<file path="src/rtl/crash_course_cpu_pkg.sv">
// crash_course_cpu_pkg: shared opcode, controller state and instruction-format types
package crash_course_cpu_pkg;
  localparam logic [2:0] S_IDLE  = 3'd0;
  localparam logic [2:0] S_FETCH = 3'd1;
  localparam logic [2:0] S_EXEC  = 3'd2;
  localparam logic [2:0] S_MEM   = 3'd3;
  localparam logic [2:0] S_HALT  = 3'd4;
  typedef enum logic [2:0] {
    IDLE  = S_IDLE,
    FETCH = S_FETCH,
    EXEC  = S_EXEC,
    MEM   = S_MEM,
    HALT  = S_HALT
  } ctrl_state_e;
  typedef enum logic [3:0] {
    OP_NOP   = 4'h0,
    OP_LDI   = 4'h1,
    OP_ADD   = 4'h2,
    OP_SUB   = 4'h3,
    OP_AND   = 4'h4,
    OP_OR    = 4'h5,
    OP_XOR   = 4'h6,
    OP_LOAD  = 4'h7,
    OP_STORE = 4'h8,
    OP_CMP   = 4'h9,
    OP_JMP   = 4'hA,
    OP_BZ    = 4'hB,
    OP_BC    = 4'hC,
    OP_ILL_D = 4'hD,
    OP_ILL_E = 4'hE,
    OP_HALT  = 4'hF
  } opcode_e;
  typedef struct packed {
    logic [3:0] op;
    logic [3:0] ra;
    logic [3:0] rb;
    logic [3:0] rc;
  } instr_t;
endpackage

</file>
<file path="src/rtl/crash_course_cpu_decode.sv">
// crash_course_cpu_decode: combinational opcode classification and branch evaluation
//  op            in  4  IR[15:12]
//  flag_register in  2  [0]=zero, [1]=carry
//  writes_ra..is_illegal out 1 each: instruction class strobes
module crash_course_cpu_decode
  import crash_course_cpu_pkg::*;
(
  input  logic [3:0] op,
  input  logic [1:0] flag_register,
  output logic       writes_ra,
  output logic       is_mem,
  output logic       is_store,
  output logic       is_branch,
  output logic       branch_taken,
  output logic       is_halt,
  output logic       is_illegal
);
  assign writes_ra    = op >= OP_LDI && op <= OP_XOR;
  assign is_mem       = op == OP_LOAD || op == OP_STORE;
  assign is_store     = op == OP_STORE;
  assign is_branch    = op >= OP_JMP && op <= OP_BC;
  assign branch_taken = op == OP_JMP || (op == OP_BZ && flag_register[0]) || (op == OP_BC && flag_register[1]);
  assign is_halt      = op == OP_HALT;
  assign is_illegal   = op == OP_ILL_D || op == OP_ILL_E;
endmodule

</file>
<file path="src/rtl/crash_course_cpu_control.sv">
// crash_course_cpu_control: fetch/exec/mem sequencer driving the crash-course CPU dataloop
//  clk, clk_en, sync_rst(active-low), start       control inputs
//  imem_req/addr/ack/rdata                        instruction fetch handshake
//  dmem_req/we/ack                                data access handshake
//  system_enabled, reg_*_addr, reg_a_write_enable, immediate, opcode   dataloop controls
//  flag_register in, pc/halted/illegal_op out      status
module crash_course_cpu_control
  import crash_course_cpu_pkg::*;
#(
  parameter int              PC_W     = 8,
  parameter logic [PC_W-1:0] RESET_PC = '0
) (
  input  logic            clk,
  input  logic            clk_en,
  input  logic            sync_rst,
  input  logic            start,
  output logic            imem_req,
  output logic [PC_W-1:0] imem_addr,
  input  logic            imem_ack,
  input  logic [15:0]     imem_rdata,
  output logic            dmem_req,
  output logic            dmem_we,
  input  logic            dmem_ack,
  output logic            system_enabled,
  output logic [3:0]      reg_a_addr,
  output logic            reg_a_write_enable,
  output logic [3:0]      reg_b_addr,
  output logic [3:0]      reg_c_addr,
  output logic [7:0]      immediate,
  output logic [3:0]      opcode,
  input  logic [1:0]      flag_register,
  output logic [PC_W-1:0] pc,
  output logic            halted,
  output logic            illegal_op
);
  ctrl_state_e     state, state_nxt;
  instr_t          ir;
  logic [PC_W-1:0] pc_nxt;
  logic            writes_ra, is_mem, is_store, is_branch, branch_taken, is_halt, is_illegal;
  crash_course_cpu_decode u_decode (
    .op           (ir.op),
    .flag_register(flag_register),
    .writes_ra    (writes_ra),
    .is_mem       (is_mem),
    .is_store     (is_store),
    .is_branch    (is_branch),
    .branch_taken (branch_taken),
    .is_halt      (is_halt),
    .is_illegal   (is_illegal)
  );
  assign imem_req           = state == FETCH;
  assign imem_addr          = pc;
  assign dmem_req           = state == MEM;
  assign dmem_we            = dmem_req && is_store;
  assign system_enabled     = state == EXEC || state == MEM;
  assign halted             = state == HALT;
  // load result is written back only in the cycle the ack is actually accepted
  assign reg_a_write_enable = (state == EXEC && writes_ra) || (dmem_req && dmem_ack && clk_en && !is_store);
  assign opcode             = ir.op;
  assign reg_a_addr         = ir.ra;
  assign reg_b_addr         = ir.rb;
  assign reg_c_addr         = ir.rc;
  assign immediate          = {ir.rb, ir.rc};
  always_comb begin
    pc_nxt    = is_branch && branch_taken ? PC_W'({ir.rb, ir.rc}) : pc + 1'b1;
    state_nxt = state == IDLE  ? (start ? FETCH : IDLE) :
                state == FETCH ? (imem_ack ? EXEC : FETCH) :
                state == EXEC  ? (is_halt ? HALT : is_mem ? MEM : FETCH) :
                state == MEM   ? (dmem_ack ? FETCH : MEM) : HALT;
  end
  always_ff @(posedge clk) begin
    if (!sync_rst) begin
      state      <= IDLE;
      pc         <= RESET_PC;
      ir         <= '0;
      illegal_op <= 1'b0;
    end else if (clk_en) begin
      state <= state_nxt;
      if (state == FETCH && imem_ack) ir <= instr_t'(imem_rdata);
      if (state == EXEC && !is_halt) pc <= pc_nxt;
      if (state == EXEC && is_illegal) illegal_op <= 1'b1;
    end
  end
endmodule
</file>
<file path="config.mk">
export PLATFORM = sky130hd
export DESIGN_NAME = crash_course_cpu_control
export DESIGN_NICKNAME = d
export VERILOG_FILES = /design/src/rtl/crash_course_cpu_pkg.sv /design/src/rtl/crash_course_cpu_decode.sv /design/src/rtl/crash_course_cpu_control.sv
export SDC_FILE = /design/constraint.sdc
export NUM_CORES = 1
export LEC_CHECK = 0
export ABC_AREA = 1
export BUFFER_PORTS_ARGS = -buffer_cell sky130_fd_sc_hd__buf_2
export CAP_MARGIN = 5
export CORE_UTILIZATION = 51
export DETAILED_ROUTE_END_ITERATION = 16
export HOLD_SLACK_MARGIN = 0.06
export PLACE_DENSITY = 0.89
export RECOVER_POWER = 25
export SKIP_CTS_REPAIR_TIMING = 1
export SYNTH_ARGS = -nofsm -noshare
export SYNTH_HDL_FRONTEND = slang
export SYNTH_SLANG_ARGS = --single-unit
</file>
<file path="constraint.sdc">
create_clock -name clk -period 3 [get_ports clk]
set_clock_uncertainty 0.15 [all_clocks]
set_input_delay 0 -clock clk [delete_from_list [all_inputs] [get_ports clk]]
set_output_delay 0 -clock clk [all_outputs]
set_load 0.02 [all_outputs]
</file>
==> impl_metrics.csv <==
group,metric,value,unit
power_and_ir_drop,vdd_ir_drop_max,0.000221,V
placed_design,dp_hpwl,2800,um
status,outcome,"finished, final reports clean",
floorplan,start_util,54.6,%
timing,maxSlewViolCount,0,
timing,hold_violations,0,
timing,relSlewSlack,67.6,%
global_routing,grt_pass1_wl,6230,um
route,drtIter0Drc,153,
clock_network,cts_buffer_depth,2,
timing,fmax,407,MHz
timing,grt_setup_unrepaired,"no",
placed_design,dp.cells,326,
timing,fin_tns_setup,0,ns
logic_synthesis,synth_ff_type,"dfxtp_1",
clock_network,htreeDepth,1,
worst_setup_path,reg2reg_slack,0.54,ns
route,drt_pass1_iterations,5,
route,wl_per_cell,15.3,um
timing,setup_viol,0,
timing,tightest_slew,0.485,ns
logic_synthesis,syn-instance-count,234,
finish,nNetsFinal,349,
worst_setup_path,setup.worst_path.start_class,"flip-flop",
route,dr_total_vias,2017,
route,ant_nets,0,
worst_setup_path,crit_required,3.09,ns
logic_synthesis,yosys.area.top_type,"dfxtp_1",
floorplan,fp.dieW,59.4,um
worst_setup_path,cp_top_family,"buffers and inverters",
finish,synthToLayoutAreaGrowth,38.0,%
worst_setup_path,cp.buffers_inverters,3,
clock_network,cts-root-buf,"clkbuf_4",
logic_synthesis,synth_fp_nets,259,
floorplan,rows,20,
route,avgViaCountPerCell,5.48,
power_and_ir_drop,p_per_area,356,nW/um^2
clock_network,cts_tree,"done",
finish,drive_above_1_share,26.6,%
floorplan,core_area,3080,um^2
logic_synthesis,ys_top_cells_by_area,"dfxtp_1, nand2_1, buf_4, inv_1, a21oi_2",
logic_synthesis,async_flop_share,0,%
logic_synthesis,synth.avg_cell_area,7.18,um^2
timing,min_period,2.46,ns
timing,setup_ws,0.542,ns
logic_synthesis,post-synth-top-count-cell,"nand2_1",
worst_hold_path,hold_path.class,"in2reg",
worst_setup_path,cp_max_fo,32,
route,routed_wl,5650,um
global_routing,grt_max_degree,33,
placed_design,io_buffers,70,
floorplan,pin_count,71,
power_and_ir_drop,power.leakage,1.07,nW
clock_network,cts_sinks,28,
placed_design,preCtsSetupSlack,1.20,ns
global_routing,antenna_found_initial,1,
global_routing,grt.total_usage,23.0,%
logic_synthesis,synth_cell_types,30,
global_routing,overflow,0,
logic_synthesis,synth_edf_count,0,
logic_synthesis,ys_seq_elements,28,
logic_synthesis,yosysSeqAreaShare,33.4,%
global_routing,grt_pass1_vias,1436,
floorplan,die_area,3530,um^2
timing,fin_crit_sh,81.9,%
worst_setup_path,critPathCaptureType,"flip-flop",
worst_setup_path,path_class,"reg2reg",
logic_synthesis,ys_warn_count,0,
finish,n_fill_cell,205,
clock_network,insertion_delay,0.35,ns
worst_setup_path,critical-path-max-stage-delay,0.60,ns
finish,utilization,75.3,%
finish,finalNonFillerCells,368,
logic_synthesis,synthesis.area,1680,um^2
logic_synthesis,synth_top_area_share,33.4,%
power_and_ir_drop,power,0.824,mW
worst_setup_path,arrival,2.54,ns
logic_synthesis,synth_commonest_cells,"nand2_1, inv_1, dfxtp_1, buf_4, nand3_1",
worst_setup_path,crit_chain,"inv_2 -> nor2_4 -> inv_2 -> nor2_4 -> nand3_4 -> o21ai_1 -> dlygate4sd3_1 -> a21oi_1",
clock_network,cts.clk_slew.worst_paths,0.16,ns
floorplan,die_h,59.4,um
route,drc,0,
clock_network,cts_buffers,3,
worst_setup_path,crit_path_top_delay_cell,"dlygate4sd3_1",
job,maxCapViolations,0,
placed_design,place.gp.congestion,0.899,
## tightest hold or removal path, stage by stage
cell and delay, ns:
buf_2 0.13, nand3_4 0.38, a21oi_2 0.09
## worst paths after layout
check,endpoint,depth (start not counted),start
worst max-delay path,reg_b_addr[3],8,state[0]
worst min-delay path,reg_a_addr[0],3,imem_ack
worst max register to register,reg_b_addr[3],8,state[0]
worst min register to register,reg_a_addr[3],2,reg_a_addr[3]
## sequential cells by signal (all words and copies together), names as in the netlist
register and count:
opcode 4, reg_c_addr 4, reg_a_addr 4, reg_b_addr 4, illegal_op 1, state 3, imem_addr 8
## report_power, final
part | leakage [nW] | total [mW] | switching, mW | internal (mW)
registers | 0.227 | 0.397 | 0.0136 | 0.384
logic | 0.815 | 0.165 | 0.0925 | 0.0725
clock network | 0.0279 | 0.262 | 0.127 | 0.136
## cell families (layout without fill, tap and decap cells)
kind of cell               Yosys count  in the layout  share of synthesized area, %
DFF                                 28             28                          33.4
other                                0              1                             0
xor gates and xnor gates             1              1                         0.522
AOI/OAI and AO/OA                   54             54                          20.8
and+or+nand+nor                     91             91                          26.1
buffers and inverters               59            148                          18.5
adders and majority gates            1              1                         0.745
## metal layers
| metal | global-route usage [%] | share of wire [%] |
|---|---|---|
| met1 | 31.3 | 36 |
| met3 | 2.84 | 11 |
| met2 | 36.9 | 47 |
| met4 | 9.18 | 6.0 |
| met5 | 0 | 0 |
## through the flow
stage / area [um^2] / hold WS [ns]
6_report: 2320 / 0.123
5_1_grt: 2320 / 0.150
4_1_cts: 1970 / -0.250
3_5_place_dp: 1910 / 0.116
3_3_place_gp: 1910 / 0.108
2_1_floorplan: 1680 / 0.00773
## area by class of cell
type | instances | area, um^2 | share of cell area (%)
clock buffer | 3 | 22.5 | 0.972
inverter | 37 | 140 | 6.05
clock inverter | 1 | 30.0 | 1.30
multi-input combinational | 147 | 808 | 34.9
antenna | 1 | 2.50 | 0.108
timing repair buffer | 107 | 698 | 30.1
sequential | 28 | 561 | 24.2
tap | 44 | 55.1 | 2.38
## cells in the final DEF, fill, tap and decap left out, types with 2 or more instances in the layout
| cell | instances |
|---|---|
| buf_2 | 52 |
| nand2_1 | 45 |
| dlygate4sd3_1 | 37 |
| inv_1 | 32 |
| dfxtp_1 | 28 |
| clkbuf_1 | 18 |
| nand3_1 | 17 |
| nor2_1 | 14 |
| a21oi_1 | 14 |
| a21oi_2 | 13 |
| o21ai_1 | 11 |
| o21ai_0 | 6 |
| o21ai_2 | 6 |
| inv_2 | 3 |
| nor2_4 | 3 |
| nand4_1 | 3 |
| clkbuf_4 | 3 |
| nor3_1 | 2 |
| nand3_4 | 2 |
| nand3b_1 | 2 |
| a31oi_1 | 2 |
Note: power is estimated with default switching activity, not from simulation.
